==> config.mk <==
export PLATFORM = sky130hd
export DESIGN_NAME = pc_unit_flat
export DESIGN_NICKNAME = d
export VERILOG_FILES = /design/src/rtl/pc_pkg.sv /design/src/rtl/pc_unit_if.sv /design/src/rtl/pc_next_sel.sv /design/src/rtl/pc_unit.sv /design/src/flat_wrapper.sv
export SDC_FILE = /design/constraint.sdc
export NUM_CORES = 1
export LEC_CHECK = 0
export ABC_AREA = 1
export CAP_MARGIN = 20
export CORE_AREA = 2 2 134 136
export CTS_BUF_LIST = sky130_fd_sc_hd__clkbuf_8
export CTS_CLUSTER_SIZE = 40
export DETAILED_ROUTE_END_ITERATION = 12
export DIE_AREA = 0 0 136 138
export GPL_TIMING_DRIVEN = 1
export PLACE_DENSITY_LB_ADDON = 0.05
export SYNTH_ARGS = -nofsm -noshare
export SYNTH_HDL_FRONTEND = slang
export SYNTH_SLANG_ARGS = --single-unit
==> constraint.sdc <==
create_clock -name clk -period 4.3 [get_ports clk]
set_clock_uncertainty 0.2 [all_clocks]
set_input_delay 0.43 -clock clk [delete_from_list [all_inputs] [get_ports clk]]
set_output_delay 0.43 -clock clk [all_outputs]
set_load 0.01 [all_outputs]
==> src/rtl/pc_pkg.sv <==
// pc_pkg: shared state/source enums and alignment helper for the PC unit
package pc_pkg;
  typedef enum logic [1:0] {BOOT, RUN, HALT} state_t;
  typedef enum logic [2:0] {SRC_HOLD, SRC_SEQ, SRC_REDIR, SRC_TRAP, SRC_MRET, SRC_MISALIGN} pc_src_t;
  function automatic logic [63:0] align_mask(input int unsigned bytes);
    return 64'(bytes - 1);
  endfunction
endpackage

==> src/rtl/pc_unit_if.sv <==
// pc_unit_if: control inputs and fetch-PC outputs of the PC unit
interface pc_unit_if #(parameter int XLEN = 64);
  logic            pc_write;
  logic            redirect_valid;
  logic [XLEN-1:0] redirect_target;
  logic            trap_valid;
  logic [XLEN-1:0] trap_vector;
  logic            mret_valid;
  logic            halt_req;
  logic            resume;
  logic [XLEN-1:0] pc_out;
  logic            pc_valid;
  logic [XLEN-1:0] epc_out;
  logic            misalign;
  logic            halted;
  modport master (
    output pc_write, redirect_valid, redirect_target, trap_valid, trap_vector, mret_valid, halt_req, resume,
    input  pc_out, pc_valid, epc_out, misalign, halted
  );
  modport slave (
    input  pc_write, redirect_valid, redirect_target, trap_valid, trap_vector, mret_valid, halt_req, resume,
    output pc_out, pc_valid, epc_out, misalign, halted
  );
endinterface

==> src/rtl/pc_next_sel.sv <==
// pc_next_sel: priority-encodes the PC source and muxes next PC/EPC/misalign
module pc_next_sel import pc_pkg::*; #(
  parameter int          XLEN       = 64,
  parameter int unsigned INST_BYTES = 4
) (
  input  logic            run,
  input  logic            halt,
  input  logic            pc_write,
  input  logic            redirect_valid,
  input  logic            trap_valid,
  input  logic            mret_valid,
  input  logic [XLEN-1:0] pc,
  input  logic [XLEN-1:0] epc,
  input  logic [XLEN-1:0] redirect_target,
  input  logic [XLEN-1:0] trap_vector,
  output pc_src_t         src,
  output logic [XLEN-1:0] next_pc,
  output logic [XLEN-1:0] next_epc,
  output logic            next_misalign
);
  localparam logic [XLEN-1:0] MASK = XLEN'(align_mask(INST_BYTES));
  logic aligned;
  assign aligned = (redirect_target & MASK) == '0;
  // only traps reach the PC while halted; nothing does during boot
  always_comb begin
    src = (trap_valid && (run || halt)) ? SRC_TRAP :
          !run                          ? SRC_HOLD :
          mret_valid                    ? SRC_MRET :
          redirect_valid                ? (aligned ? SRC_REDIR : SRC_MISALIGN) :
          pc_write                      ? SRC_SEQ : SRC_HOLD;
    next_pc = (src == SRC_TRAP || src == SRC_MISALIGN) ? trap_vector :
              src == SRC_MRET  ? epc :
              src == SRC_REDIR ? redirect_target :
              src == SRC_SEQ   ? pc + XLEN'(INST_BYTES) : pc;
    next_epc = src == SRC_TRAP ? pc : src == SRC_MISALIGN ? redirect_target : epc;
    next_misalign = src == SRC_MISALIGN;
  end
endmodule

==> src/rtl/pc_unit.sv <==
// pc_unit: fetch PC, EPC and boot/run/halt sequencing for the IF stage
module pc_unit import pc_pkg::*; #(
  parameter int              XLEN         = 64,
  parameter logic [XLEN-1:0] RESET_VECTOR = '0,
  parameter int unsigned     INST_BYTES   = 4
) (
  input logic       clk,
  input logic       rst,
  pc_unit_if.slave  bus
);
  state_t          state, nstate;
  pc_src_t         src;
  logic [XLEN-1:0] pc, epc, next_pc, next_epc;
  logic            next_misalign, misalign, pc_valid, halted;
  pc_next_sel #(.XLEN(XLEN), .INST_BYTES(INST_BYTES)) u_sel (
    .run(state == RUN), .halt(state == HALT),
    .pc_write(bus.pc_write), .redirect_valid(bus.redirect_valid),
    .trap_valid(bus.trap_valid), .mret_valid(bus.mret_valid),
    .pc(pc), .epc(epc), .redirect_target(bus.redirect_target), .trap_vector(bus.trap_vector),
    .src(src), .next_pc(next_pc), .next_epc(next_epc), .next_misalign(next_misalign)
  );
  // a halt request still lets this edge's PC update through; halt+resume stays halted
  always_comb begin
    nstate = state == BOOT ? RUN :
             state == RUN  ? (bus.halt_req ? HALT : RUN) :
             (src == SRC_TRAP || (bus.resume && !bus.halt_req)) ? RUN : HALT;
  end
  // all outputs are registered so nothing leaks combinationally from the inputs
  always_ff @(posedge clk) begin
    if (rst) begin
      state    <= BOOT;
      pc       <= RESET_VECTOR;
      epc      <= '0;
      misalign <= 1'b0;
      pc_valid <= 1'b0;
      halted   <= 1'b0;
    end else begin
      state    <= nstate;
      pc       <= next_pc;
      epc      <= next_epc;
      misalign <= next_misalign;
      pc_valid <= nstate == RUN;
      halted   <= nstate == HALT;
    end
  end
  assign bus.pc_out   = pc;
  assign bus.epc_out  = epc;
  assign bus.misalign = misalign;
  assign bus.pc_valid = pc_valid;
  assign bus.halted   = halted;
endmodule

==> src/flat_wrapper.sv <==
// flat-port wrapper written by rule: the top's interface ports become plain ports
module pc_unit_flat import pc_pkg::*;
#(
  parameter int              XLEN         = 64,
  parameter logic [XLEN-1:0] RESET_VECTOR = '0,
  parameter int unsigned     INST_BYTES   = 4
)
  (clk, rst, bus_pc_write, bus_redirect_valid, bus_redirect_target, bus_trap_valid, bus_trap_vector, bus_mret_valid, bus_halt_req, bus_resume, bus_pc_out, bus_pc_valid, bus_epc_out, bus_misalign, bus_halted);
  pc_unit_if #(.XLEN(XLEN)) bus_i ();
  input logic clk;
  input logic rst;
  input wire logic [$bits(bus_i.pc_write)-1:0] bus_pc_write;
  input wire logic [$bits(bus_i.redirect_valid)-1:0] bus_redirect_valid;
  input wire logic [$bits(bus_i.redirect_target)-1:0] bus_redirect_target;
  input wire logic [$bits(bus_i.trap_valid)-1:0] bus_trap_valid;
  input wire logic [$bits(bus_i.trap_vector)-1:0] bus_trap_vector;
  input wire logic [$bits(bus_i.mret_valid)-1:0] bus_mret_valid;
  input wire logic [$bits(bus_i.halt_req)-1:0] bus_halt_req;
  input wire logic [$bits(bus_i.resume)-1:0] bus_resume;
  output wire logic [$bits(bus_i.pc_out)-1:0] bus_pc_out;
  output wire logic [$bits(bus_i.pc_valid)-1:0] bus_pc_valid;
  output wire logic [$bits(bus_i.epc_out)-1:0] bus_epc_out;
  output wire logic [$bits(bus_i.misalign)-1:0] bus_misalign;
  output wire logic [$bits(bus_i.halted)-1:0] bus_halted;
  assign bus_i.pc_write = bus_pc_write;
  assign bus_i.redirect_valid = bus_redirect_valid;
  assign bus_i.redirect_target = bus_redirect_target;
  assign bus_i.trap_valid = bus_trap_valid;
  assign bus_i.trap_vector = bus_trap_vector;
  assign bus_i.mret_valid = bus_mret_valid;
  assign bus_i.halt_req = bus_halt_req;
  assign bus_i.resume = bus_resume;
  assign bus_pc_out = bus_i.pc_out;
  assign bus_pc_valid = bus_i.pc_valid;
  assign bus_epc_out = bus_i.epc_out;
  assign bus_misalign = bus_i.misalign;
  assign bus_halted = bus_i.halted;
  pc_unit #(.XLEN(XLEN), .RESET_VECTOR(RESET_VECTOR), .INST_BYTES(INST_BYTES)) u_core (.clk(clk), .rst(rst), .bus(bus_i));
endmodule
== Word-level counts from Yosys, hierarchy flattened ==
Cells that the tools add are included.
Storage, ports and cells
  bits in registers: 133
  output and inout bits: 131
Cells by class
  $add $sub $neg: 1
  equality and inequality tests: 9
  muxes and demuxes: 16
  reduce and logical (&&, ||, !) cells: 10
Operators by type and width (number)
  two-way mux 64 bit: 6
  adder 64 x 3 -> 64 bit, second input constant: 1
  zero test 64 bit: 1
  two-way mux 3 bit: 5
  two-way mux 2 bit: 4
  equality test 3 x 2 -> 1 bit, second input constant: 2
  equality test 3 bit, second input constant: 2
  equality test 2 x 1 -> 1 bit, second input constant: 2
  equality test 2 bit, second input constant: 2
  nonzero test 4 bit: 1
  equality test 3 x 1 -> 1 bit, second input constant: 1
  logical OR 1 bit: 3
  logical AND 1 bit: 2
  zero test 2 bit: 1
  nonzero test 2 bit: 1
  zero test 1 bit: 1
  two-way mux 1 bit: 1

== Depth between registers and ports, before layout ==
Gate-level depths: netlist of the first run.
  word-level depth: 12
  depth in mapped cells: 13
  mapped depth without buffers: 12

== By module ==
A second synthesis of the first run with hierarchy kept.
Second synthesis, totals
  cells, all modules: 1692
  area total of the unflattened synthesis: 9506.6 sq um
Modules (own cells, without submodules)
  pc_next_sel: times used 1, cells each 1269, area each 5680.4 sq um, seq. area each 0.0 sq um
  pc_unit: times used 1, cells each 423, area each 3826.2 sq um, seq. area each 2662.6 sq um

== Worst setup path after synthesis of the first run ==
Ideal clock, no wire load.
  kind: reg-to-reg
  start point: register u_core.state[0]
  end point: register u_core.pc[35], in the netlist u_core.bus.pc_out[35]
  setup time: 0.070 ns
  data arrival time: 1.707 ns
  data required time: 4.030 ns
  setup slack: 2.323 ns
  cell stages (with the launch flop): 14
  path buffers: 2
  clock period less this slack: 1.977 ns
  cell sequence: dfxtp_1 -> inv_1 -> ha_1 -> nand2_2 -> inv_2 -> a21oi_2 -> nand2_1 -> nor2_1 -> buf_4 -> buf_4 -> nand2_1 -> nand2_1 -> nor2_1 -> a21oi_1
Between the ends
  word-level cells in the longest chain between the ends: 8
  elaborated cells between the ends (all ways): 16
Ends and longest elaborated chain
  from (decl): line pc_unit.sv:11  | state_t state, nstate;
  from (signal assigned): line pc_unit.sv:38  | state <= nstate;
  equality test 2 x 1 -> 1 bit / equality test 2 bit (equally long branches): line pc_unit.sv:16  | .run(state == RUN), .halt(state == HALT),
  logical OR 1 bit: line pc_next_sel.sv:26  | src = (trap_valid && (run || halt)) ? SRC_TRAP :
  logical AND 1 bit: line pc_next_sel.sv:26
  two-way mux 3 bit *: line pc_next_sel.sv:26
  equality test 3 x 2 -> 1 bit: line pc_next_sel.sv:33  | src == SRC_REDIR ? redirect_target :
  two-way mux 64 bit: line pc_next_sel.sv:33
  two-way mux 64 bit: line pc_next_sel.sv:32  | src == SRC_MRET ? epc :
  two-way mux 64 bit: line pc_next_sel.sv:31  | next_pc = (src == SRC_TRAP || src == SRC_MISALIGN) ? trap_vector :
  to (signal assigned): line pc_unit.sv:39  | pc <= next_pc;
  to (decl): line pc_unit.sv:13  | logic [XLEN-1:0] pc, epc, next_pc, next_epc;
Every way passes the cells marked *; elsewhere a longest branch is shown, timed or not.
A chain may end at the register's enable or synchronous reset.

== Worst setup path in the final report of the first run ==
  start point: register u_core.state[0]
  end point: register u_core.pc[47], in the netlist u_core.bus.pc_out[47]
Same word-level chain as after synthesis.

==> results.txt, run 1 <==
----------------------------------------------------
[Run status]
  Outcome ... finished, final reports clean

[Detailed routing]
  Drt total wl ... 35,000 um
  DRC violation total after the first TritonRoute iteration ... 1,026
  Via count ... 11,600
  Via density per instance ... 5.57
  Wire length per cell ... 16.9 um
  Detail Route Antenna Nets ... 0
  Number of iterations in the first detailed-routing pass ... 5
  DRC violations left ... 0

[GRT]
  Pin count of the biggest net entering global routing ... 70
  Aggregate global routing overflow ... 0
  Initial antenna violation count ... 0
  Wire length of the first global-routing pass ... 55,100 um
  Via count of the first global-routing pass ... 11,000
  GRT Total Usage ... 36.4%

[Critical path]
  Worst reg2reg path depth ... 12
  WS Path Type ... reg2reg
  CP Capture Type ... flop
  Cell with the largest stage delay on the worst path ... nor2_4
  Nature of the critical path startpoint ... flop
  Number of buffer and inverter stages on the critical path ... 3
  Most frequent cell on the critical path ... nand2_1
  R2R Path End ... u_core.bus.pc_out[47]
  Critical Path RT ... 4.48 ns
  Register-to-register setup slack ... 1.30 ns
  Worst path arrival time ... 3.18 ns
  Cell type group with the largest total delay on the critical path ... simple AND/OR/NAND/NOR gates
  Crit path cell chain ... inv_1 > ha_1 > nand2_2 > inv_2 > a21oi_2 > nand2_1 > nor2_4 > buf_4 > nand2_1 > nand2_1 > nor2_1 > a21oi_1
  Slowest Stage Delay on Critical Path ... 0.61 ns
  Highest fanout seen on the critical path ... 25
  Launch point of the worst reg-to-reg path ... u_core.state[0]

[Power and ir drop]
  Leak Pwr ... 0.00497 uW
  Power per cell area ... 347 nW/um2
  Peak supply drop ... 0.222 mV

[Clock tree]
  TritonCTS buffer count ... 17
  # clock sinks ... 133
  Clk slew on worst S/H paths ... 0.09 ns
  Level count of the clock H-tree ... 4
  Clock Tree Root ... clkbuf_8
  Clock tree from TritonCTS ... built
  Hold buffer count at cts ... 0
  Maximum buffer depth of the clock tree ... 2
  Post-CTS setup buffer count ... 0
  Insertion delay to the later sink of the worst-skew pair ... 0.47 ns
  Post-CTS sizing ... 0

[Synthesis]
  Post-synth top area cell ... dfxtp_1
  Main combinational cell family by area after synthesis ... simple AND/OR/NAND/NOR gates
  Count of yosys warnings during synthesis ... 0
  Simple logic cell fraction of the synthesized area ... 45.8%
  Share of synthesized area spent on multiplexers ... 0%
  Post-Syn Instances ... 1,618
  XOR/XNOR share of the synthesized area ... 1.05%
  Number of flops mapped to enable cells by yosys ... 0
  Synthesized cell area ... 9140 um2
  Register bit total from synthesis ... 133
  Synth Area in Compound Gates ... 14.4%
  Area share of the largest cell type after synthesis ... 29.1%
  Dominant cells by area after synthesis ... dfxtp_1 (29%), nand2_1 (26%), nor2_1 (11%), inv_1 (4.7%), o21ai_0 (4.7%)
  Async S/R FF share, synth ... 0%
  Avg Synthesized Cell Area ... 5.65 um2
  Leading register cell type out of synthesis ... dfxtp_1
  Post-synthesis adder-cell area fraction ... 0.411%
  Synthesized netlist net count ... 1,757
  Sequential area share after synthesis ... 29.1%
  Number of distinct library cells after synthesis ... 35

[Timing]
  Transition time at the pin with the least slew margin ... 0.899 ns
  Setup TNS Final ... 0 ns
  Max Slew Vio Count ... 0
  Max-Slew Margin vs Limit ... 39.8%
  Total count of hold-check failures in the final report ... 0
  Final Cycle Share ... 69.8%
  Setup Viol. Count Final ... 0
  Time the worst path needs with I/O delays and setup ... 3.00 ns
  Final setup slack of the worst path ... 1.30 ns
  Maximum clock frequency ... 333 MHz
  RSZ-0062 raised after global routing ... false

[Die]
  Vertical die dimension ... 138 um
  Standard-cell rows ... 49
  Placeable core region ... 17,500 um2
  Initial standard-cell utilization of the core ... 52.1%
  Width of the chip ... 136 um
  Overall die area ... 18,800 um2
  Top-level port count ... 267

[Place]
  Setup Slack @ Placement ... 1.03 ns
  Port-buffer cells ... 266
  Global placer's final weighted congestion ... 1.02
  DP Wirelength ... 25,100 um

[Final layout]
  Fraction of layout instances using a drive strength above 1 ... 4.43%
  Area grow syn2layout ... 34.0%
  Number of antenna cells inserted ... 0
  Number of nets in the layout ... 1,975

[Hold path]
  Origin of the worst min-delay path ... u_core.bus.epc_out[2]
  Hold EP ... u_core.bus.epc_out[2]
  Kind of path behind the tightest hold check ... reg2reg
  Hold-critical path depth ... 2

[Flow run]
  Max-cap violation count ... 0

----------------------------------------------------
worst max-delay path by stage:
| stage | slack (ns) | to | cells after the start | startpoint |
|---|---|---|---|---|
| 2_1_floorplan | 2.32 | u_core.bus.pc_out[35] | 13 | u_core.state[0] |
| 6_report | 1.30 | u_core.bus.pc_out[47] | 12 | u_core.state[0] |
| 3_5_place_dp | 1.03 | u_core.bus.pc_out[51] | 8 | bus_redirect_target[0] |
| 5_1_grt | 1.16 | u_core.bus.pc_out[7] | 9 | u_core.state[0] |
| 4_1_cts | 1.35 | u_core.bus.pc_out[47] | 12 | u_core.state[0] |
| 3_3_place_gp | 1.12 | u_core.bus.pc_out[10] | 11 | bus_mret_valid |
per-layer routing:
| metal | vias up | routed length (um) | track usage (%) |
|---|---|---|---|
| met5 | - | 0 | 0 |
| met4 | 0 | 985 | 13.7 |
| met3 | 85 | 3030 | 6.05 |
| met2 | 618 | 16400 | 59.6 |
| met1 | 5289 | 14700 | 47.9 |
| li1 | 5586 | - | - |
per-stage QoR:
| step | utilization [%] | area (um2) | total power, uW | hold WS, ns | std cells |
|---|---|---|---|---|---|
| floorplan | - | 9140 | 2460 | 0.300 | 1618 |
| global placement | 67.4 | 11800 | 3140 | 0.269 | 2044 |
| detailed placement | 67.6 | 11800 | 3190 | 0.271 | 2045 |
| CTS | 69.7 | 12200 | 4220 | 0.284 | 2077 |
| global route | 69.8 | 12200 | 4460 | 0.304 | 2078 |
| finish | 69.8 | 12200 | 4250 | 0.286 | 2078 |
cell families after synthesis:
| kind of cell | after synthesis |
|---|---|
| AOI/OAI and AO/OA | 240 |
| xor gates and xnor gates | 11 |
| adders and majority gates | 3 |
| buffers and inverters | 201 |
| DFF | 133 |
| and+or+nand+nor | 1030 |
where the power goes:
part | switching [uW] | leakage, uW | internal, uW
registers | 276 | 0.00109 | 1400
clock network | 568 | 0.000187 | 476
logic | 841 | 0.00370 | 689
layout by cell type, fill, tap and decap left out, types with 5 or more instances in the layout:
| master | instances |
|---|---|
| buf_4 | 6 |
| a22oi_1 | 12 |
| nor2_4 | 8 |
| nand2_1 | 643 |
| nand2_2 | 7 |
| xnor2_1 | 5 |
| xor2_1 | 6 |
| clkbuf_8 | 18 |
| nor2_1 | 256 |
| nand3b_1 | 9 |
| o21ai_1 | 5 |
| inv_1 | 116 |
| nand3_1 | 80 |
| inv_2 | 8 |
| nand4_1 | 11 |
| clkdlybuf4s50_1 | 265 |
| a21oi_1 | 81 |
| a31oi_1 | 50 |
| o21ai_0 | 85 |
| dfxtp_1 | 133 |
cell usage after synthesis (all sizes together), types with 3 or more instances:
cell type,count
nand3,84
xnor2,5
xor2,6
nor2,269
nand2,651
ha,3
nand3b,9
a22oi,12
buf,45
a31oi,50
clkbuf,32
o21ai,93
dfxtp,133
a21oi,82
inv,123
nand4,13
cell type report:
cell class / count / area [um2]
multi-input cells: 1284 / 5670
fillers: 1582 / 5290
repair buffers: 276 / 2780
flip-flops and latches: 133 / 2660
inverters: 124 / 465
well taps: 229 / 287
clock buffers: 18 / 248
clock inverters: 14 / 128
registers in the layout (all words and copies together), names as in the netlist:
signal               cells
u_core.bus.epc_out      64
u_core.bus.halted        1
u_core.bus.misalign      1
u_core.bus.pc_out       64
u_core.bus.pc_valid      1
u_core.state             2
tightest hold or removal path, delay by kind of cell, from the launching register on:
family / cells / cell delay (ns)
simple gates: 1 / 0.06
flops: 1 / 0.33
compound gates: 1 / 0.05
No activity file was read; power rests on OpenSTA's default activity.
==> run 2, diff against run 1 <==
--- a/config.mk
+++ b/config.mk
@@ -7,11 +7,11 @@
 export LEC_CHECK = 0
 export ABC_AREA = 1
 export CAP_MARGIN = 20
-export CORE_AREA = 2 2 134 136
+export CORE_AREA = 2 2 146 148
 export CTS_BUF_LIST = sky130_fd_sc_hd__clkbuf_8
 export CTS_CLUSTER_SIZE = 40
 export DETAILED_ROUTE_END_ITERATION = 12
-export DIE_AREA = 0 0 136 138
+export DIE_AREA = 0 0 148 150
 export GPL_TIMING_DRIVEN = 1
 export PLACE_DENSITY_LB_ADDON = 0.05
 export SYNTH_ARGS = -nofsm -noshare
==> constraint.sdc (replaced) <==
create_clock -name clk -period 2.6 [get_ports clk]
set_clock_uncertainty 0.2 [all_clocks]
set_input_delay 0.26 -clock clk [delete_from_list [all_inputs] [get_ports clk]]
set_output_delay 0.26 -clock clk [all_outputs]
set_load 0.01 [all_outputs]
==> results.txt, run 2 (synthesis gave the netlist of run 1 again) <==
----------------------------------------------------
[Detailed routing]
  Detail Route Antenna Nets ... 0
  Drt total wl ... 35,900 um
  Wire length per cell ... 16.6 um
  DRC violations left ... 0
  Via count ... 11,400
  DRC violation total after the first TritonRoute iteration ... 883
  Number of iterations in the first detailed-routing pass ... 6
  Via density per instance ... 5.29

[Clock tree]
  Clk slew on worst S/H paths ... 0.10 ns
  Maximum buffer depth of the clock tree ... 2
  Post-CTS sizing ... 0
  Level count of the clock H-tree ... 4
  Clock tree from TritonCTS ... built
  Insertion delay to the later sink of the worst-skew pair ... 0.47 ns
  TritonCTS buffer count ... 17
  # clock sinks ... 133
  Post-CTS setup buffer count ... 0
  Hold buffer count at cts ... 0
  Clock Tree Root ... clkbuf_8

[Critical path]
  Crit path cell chain ... inv_1 > ha_1 > nand2_2 > nand4_2 > nand2_2 > buf_4 > nor2_1 > o21ai_0 > a21oi_1
  Worst path arrival time ... 2.51 ns
  Nature of the critical path startpoint ... flop
  Slowest Stage Delay on Critical Path ... 0.37 ns
  Number of buffer and inverter stages on the critical path ... 2
  WS Path Type ... reg2reg
  Highest fanout seen on the critical path ... 36
  Cell type group with the largest total delay on the critical path ... simple AND/OR/NAND/NOR gates
  Cell with the largest stage delay on the worst path ... buf_4
  Critical Path RT ... 2.75 ns
  CP Capture Type ... flop
  Most frequent cell on the critical path ... nand2_2

[Power and ir drop]
  Peak supply drop ... 0.405 mV
  Power per cell area ... 576 nW/um2
  Leak Pwr ... 0.00517 uW
  Tot Pwr ... 7280 uW

[GRT]
  Pin count of the biggest net entering global routing ... 80
  Global-route met1 utilization ... 42.0%
  Peak-usage layer in the global routing report ... met2
  GRT Total Usage ... 31.8%
  Met3 capacity usage during global routing ... 5.34%
  Wire length of the first global-routing pass ... 56,400 um
  Initial antenna violation count ... 0
  Aggregate global routing overflow ... 0
  Via count of the first global-routing pass ... 10,800
  Met2 demand-to-capacity share in global routing ... 53.1%

[Run status]
  Outcome ... finished, final reports clean

[Timing]
  Maximum clock frequency ... 424 MHz
  Setup TNS Final ... 0 ns
  Transition time at the pin with the least slew margin ... 0.919 ns
  RSZ-0062 raised after global routing ... false
  Time the worst path needs with I/O delays and setup ... 2.36 ns
  Total count of hold-check failures in the final report ... 0
  Final Cycle Share ... 90.8%
  Setup Viol. Count Final ... 0
  Max Slew Vio Count ... 0
  Hold slack ... 0.197 ns
  Max-Slew Margin vs Limit ... 38.3%

[Flow run]
  Max-cap violation count ... 0

[Die]
  Overall die area ... 22,200 um2
  Top-level port count ... 267
  Vertical die dimension ... 150 um
  Width of the chip ... 148 um
  Standard-cell rows ... 53
  Placeable core region ... 20,700 um2
  Initial standard-cell utilization of the core ... 44.2%

[Final layout]
  Number of antenna cells inserted ... 0
  Most common cell after layout, fill and taps aside ... nand2_1
  Fraction of layout instances using a drive strength above 1 ... 6.16%
  Number of nets in the layout ... 2,009
  Commonest cells after routing, fill and taps aside ... nand2_1 (643), clkdlybuf4s50_1 (265), nor2_1 (256), dfxtp_1 (133), inv_1 (116)
  Area grow syn2layout ... 38.4%

[Hold path]
  Kind of path behind the tightest hold check ... in2reg

[Place]
  DP Wirelength ... 26,400 um
  Port-buffer cells ... 266
  Global placer's final weighted congestion ... 0.964

----------------------------------------------------
run 2: worst min-delay path, cell delays in order:
cell,delay [ns]
clkdlybuf4s50_1,0.41
nand2_1,0.07
a31oi_1,0.07
run 2: through the flow:
step	instance area, um2	setup slack, ns	cells	utilization [%]
after floorplan	9140	0.623	1618	-
after global placement	12200	0.283	2126	59.2
after detailed placement	12200	0.209	2126	59.2
after CTS	12600	0.241	2158	61.1
after global routing	12600	0.0630	2158	61.1
final	12600	0.239	2158	61.1
run 2: metal layers:
metal	up-vias	part of all wire (%)
met2	449	47
met3	53	7.4
li1	5644	-
met5	-	0
met4	0	2.2
met1	5279	44
run 2: path summary, 6_finish.rpt:
path / cells after the start / endpoint / startpoint / slack (ns)
setup / recovery: 9 / u_core.bus.pc_out[5] / u_core.state[0] / 0.24
hold reg to reg: 2 / u_core.bus.epc_out[54] / u_core.bus.epc_out[54] / 0.28
setup reg to reg: 9 / u_core.bus.pc_out[5] / u_core.state[0] / 0.24
hold / removal: 3 / u_core.bus.epc_out[27] / bus_redirect_target[27] / 0.20
run 2: final cells by class:
cell class	count	area, um2
fillers	2090	8050
multi-input cells	1284	5670
repair buffers	310	3100
flip-flops and latches	133	2660
inverters	124	465
well taps	275	344
clock buffers	18	248
clock inverters	14	151
run 2: where the power goes:
part | internal (uW) | switching (uW)
sequential | 2310 | 383
clock | 886 | 962
combinational | 1260 | 1480
==> run 3, diff against run 2 <==
--- a/config.mk
+++ b/config.mk
@@ -7,11 +7,13 @@
 export LEC_CHECK = 0
 export ABC_AREA = 1
 export CAP_MARGIN = 20
-export CORE_AREA = 2 2 146 148
+export CELL_PAD_IN_SITES_DETAIL_PLACEMENT = 1
+export CELL_PAD_IN_SITES_GLOBAL_PLACEMENT = 1
+export CORE_AREA = 2 2 181 183
 export CTS_BUF_LIST = sky130_fd_sc_hd__clkbuf_8
 export CTS_CLUSTER_SIZE = 40
 export DETAILED_ROUTE_END_ITERATION = 12
-export DIE_AREA = 0 0 148 150
+export DIE_AREA = 0 0 183 185
 export GPL_TIMING_DRIVEN = 1
 export PLACE_DENSITY_LB_ADDON = 0.05
 export SYNTH_ARGS = -nofsm -noshare
==> results.txt, run 3 (synthesis gave the netlist of run 1 again) <==
----------------------------------------------------
[Run status]
  Outcome ... finished, final reports clean

[Timing]
  Maximum clock frequency ... 427 MHz
  Setup Viol. Count Final ... 0
  RSZ-0062 raised after global routing ... false
  Max Slew Vio Count ... 0
  Transition time at the pin with the least slew margin ... 0.945 ns
  Setup TNS Final ... 0 ns
  Time the worst path needs with I/O delays and setup ... 2.34 ns
  Total count of hold-check failures in the final report ... 0
  Final Cycle Share ... 90.0%
  Max-Slew Margin vs Limit ... 37.0%

[Die]
  Top-level port count ... 267
  Placeable core region ... 32,000 um2
  Standard-cell rows ... 66
  Overall die area ... 33,900 um2
  Initial standard-cell utilization of the core ... 28.5%
  Vertical die dimension ... 185 um
  Width of the chip ... 183 um

[Power and ir drop]
  Net switching power ... 2950 uW
  Leak Pwr ... 0.00534 uW
  Part of the total power dissipated in the clock network ... 25.9%
  Combinational power share ... 39.0%
  Switching share of power ... 38.7%
  Internal Dissipation ... 4670 uW
  Power per cell area ... 584 nW/um2
  Reg power frac ... 35.1%
  Peak supply drop ... 0.301 mV

[Final layout]
  Final cell count without fillers ... 2,317
  Number of antenna cells inserted ... 0
  Fill cells ... 4,249
  Fraction of layout instances using a drive strength above 1 ... 7.18%
  Commonest cells after routing, fill and taps aside ... nand2_1 (643), clkdlybuf4s50_1 (265), nor2_1 (256), dfxtp_1 (133), inv_1 (121)
  Most common cell after layout, fill and taps aside ... nand2_1
  Number of nets in the layout ... 2,035
  Area grow syn2layout ... 42.8%

[Detailed routing]
  Drt total wl ... 43,000 um
  Via count ... 11,500
  Detail Route Antenna Nets ... 0
  Number of iterations in the first detailed-routing pass ... 5
  DRC violations left ... 0
  DRC violation total after the first TritonRoute iteration ... 544
  Wire length per cell ... 18.5 um
  Via density per instance ... 4.96

[Critical path]
  Cell type group with the largest total delay on the critical path ... simple AND/OR/NAND/NOR gates
  CP Capture Type ... flop
  Number of buffer and inverter stages on the critical path ... 0
  Cell with the largest stage delay on the worst path ... dfxtp_1
  Worst path arrival time ... 2.53 ns
  Nature of the critical path startpoint ... flop
  Critical Path RT ... 2.79 ns
  Crit path cell chain ... nand2_1 > nor2_1 > nand2_1 > nor2_1 > nand2_1 > o21ai_0 > nand3_1 > nand2_1 > a21oi_1
  Slowest Stage Delay on Critical Path ... 0.50 ns
  WS Path Type ... reg2reg
  Most frequent cell on the critical path ... nand2_1
  Highest fanout seen on the critical path ... 7

[GRT]
  GRT Total Usage ... 25.6%
  Met3 capacity usage during global routing ... 3.32%
  Via count of the first global-routing pass ... 11,800
  Initial antenna violation count ... 0
  Pin count of the biggest net entering global routing ... 70
  Aggregate global routing overflow ... 0
  Peak-usage layer in the global routing report ... met2
  Met2 demand-to-capacity share in global routing ... 43.5%
  Global-route met1 utilization ... 34.3%
  Wire length of the first global-routing pass ... 67,100 um

[Clock tree]
  Clock tree from TritonCTS ... built
  Clk slew on worst S/H paths ... 0.09 ns
  Clock Tree Root ... clkbuf_8
  Post-CTS setup buffer count ... 0
  Post-CTS sizing ... 0
  Hold buffer count at cts ... 0
  TritonCTS buffer count ... 17
  Level count of the clock H-tree ... 4
  # clock sinks ... 133
  Insertion delay to the later sink of the worst-skew pair ... 0.50 ns
  Maximum buffer depth of the clock tree ... 2

[Place]
  Dpl cells ... 2,285
  Global placer's final weighted congestion ... 0.856
  DP Wirelength ... 32,600 um
  Port-buffer cells ... 266

[Flow run]
  Max-cap violation count ... 0

[Hold path]
  Kind of path behind the tightest hold check ... in2reg

----------------------------------------------------
==> run 3: metal layers <==
| metal | share of wire (%) | routed length, um |
|---|---|---|
| met5 | 0 | 0 |
| met4 | 1.3 | 571 |
| met3 | 4.4 | 1910 |
| met2 | 47 | 20100 |
| met1 | 48 | 20400 |
==> run 3: path summary, 6_finish.rpt <==
check,from,end,slack [ns],depth (start not counted)
worst max-delay path,u_core.bus.pc_out[19],u_core.bus.pc_out[60],0.26,9
worst max register to register,u_core.bus.pc_out[19],u_core.bus.pc_out[60],0.26,9
worst min register to register,u_core.bus.epc_out[2],u_core.bus.epc_out[2],0.29,2
worst min-delay path,bus_redirect_target[22],u_core.bus.epc_out[22],0.19,3
==> run 3: final cells by class <==
| type | instances | area [um2] | share of cell area [%] |
|---|---|---|---|
| multi-input combinational | 1284 | 5670 | 43.4 |
| timing repair buffer | 336 | 3330 | 25.5 |
| sequential | 133 | 2660 | 20.4 |
| tap | 408 | 510 | 3.91 |
| inverter | 124 | 465 | 3.57 |
| clock buffer | 17 | 234 | 1.79 |
| clock inverter | 15 | 175 | 1.34 |
==> run 3: tightest hold or removal path: stages <==
cell and delay (ns):
clkdlybuf4s50_1 0.42, nand2_1 0.07, a31oi_1 0.08
==> run 3: power by group through the flow <==
stage / Sequential, uW / Clock [uW] / Combinational, uW
2_1_floorplan: 2770 / 0 / 1290
3_3_place_gp: 2720 / 0 / 2950
3_5_place_dp: 2720 / 0 / 2990
4_1_cts: 2670 / 2010 / 3010
5_1_grt: 2720 / 2090 / 3310
6_report: 2670 / 1970 / 2970
==> run 3: through the flow <==
stage / instance area, um2 / util (%) / hold slack [ns] / total power (uW) / setup slack [ns]
3_5_place_dp: 12600 / 39.4 / 0.283 / 5710 / 0.149
4_1_cts: 13000 / 40.7 / 0.156 / 7690 / 0.223
3_3_place_gp: 12600 / 39.4 / 0.271 / 5670 / 0.200
2_1_floorplan: 9140 / - / 0.227 / 4060 / 0.623
5_1_grt: 13000 / 40.7 / 0.174 / 8110 / 0.0450
6_report: 13000 / 40.7 / 0.187 / 7610 / 0.260
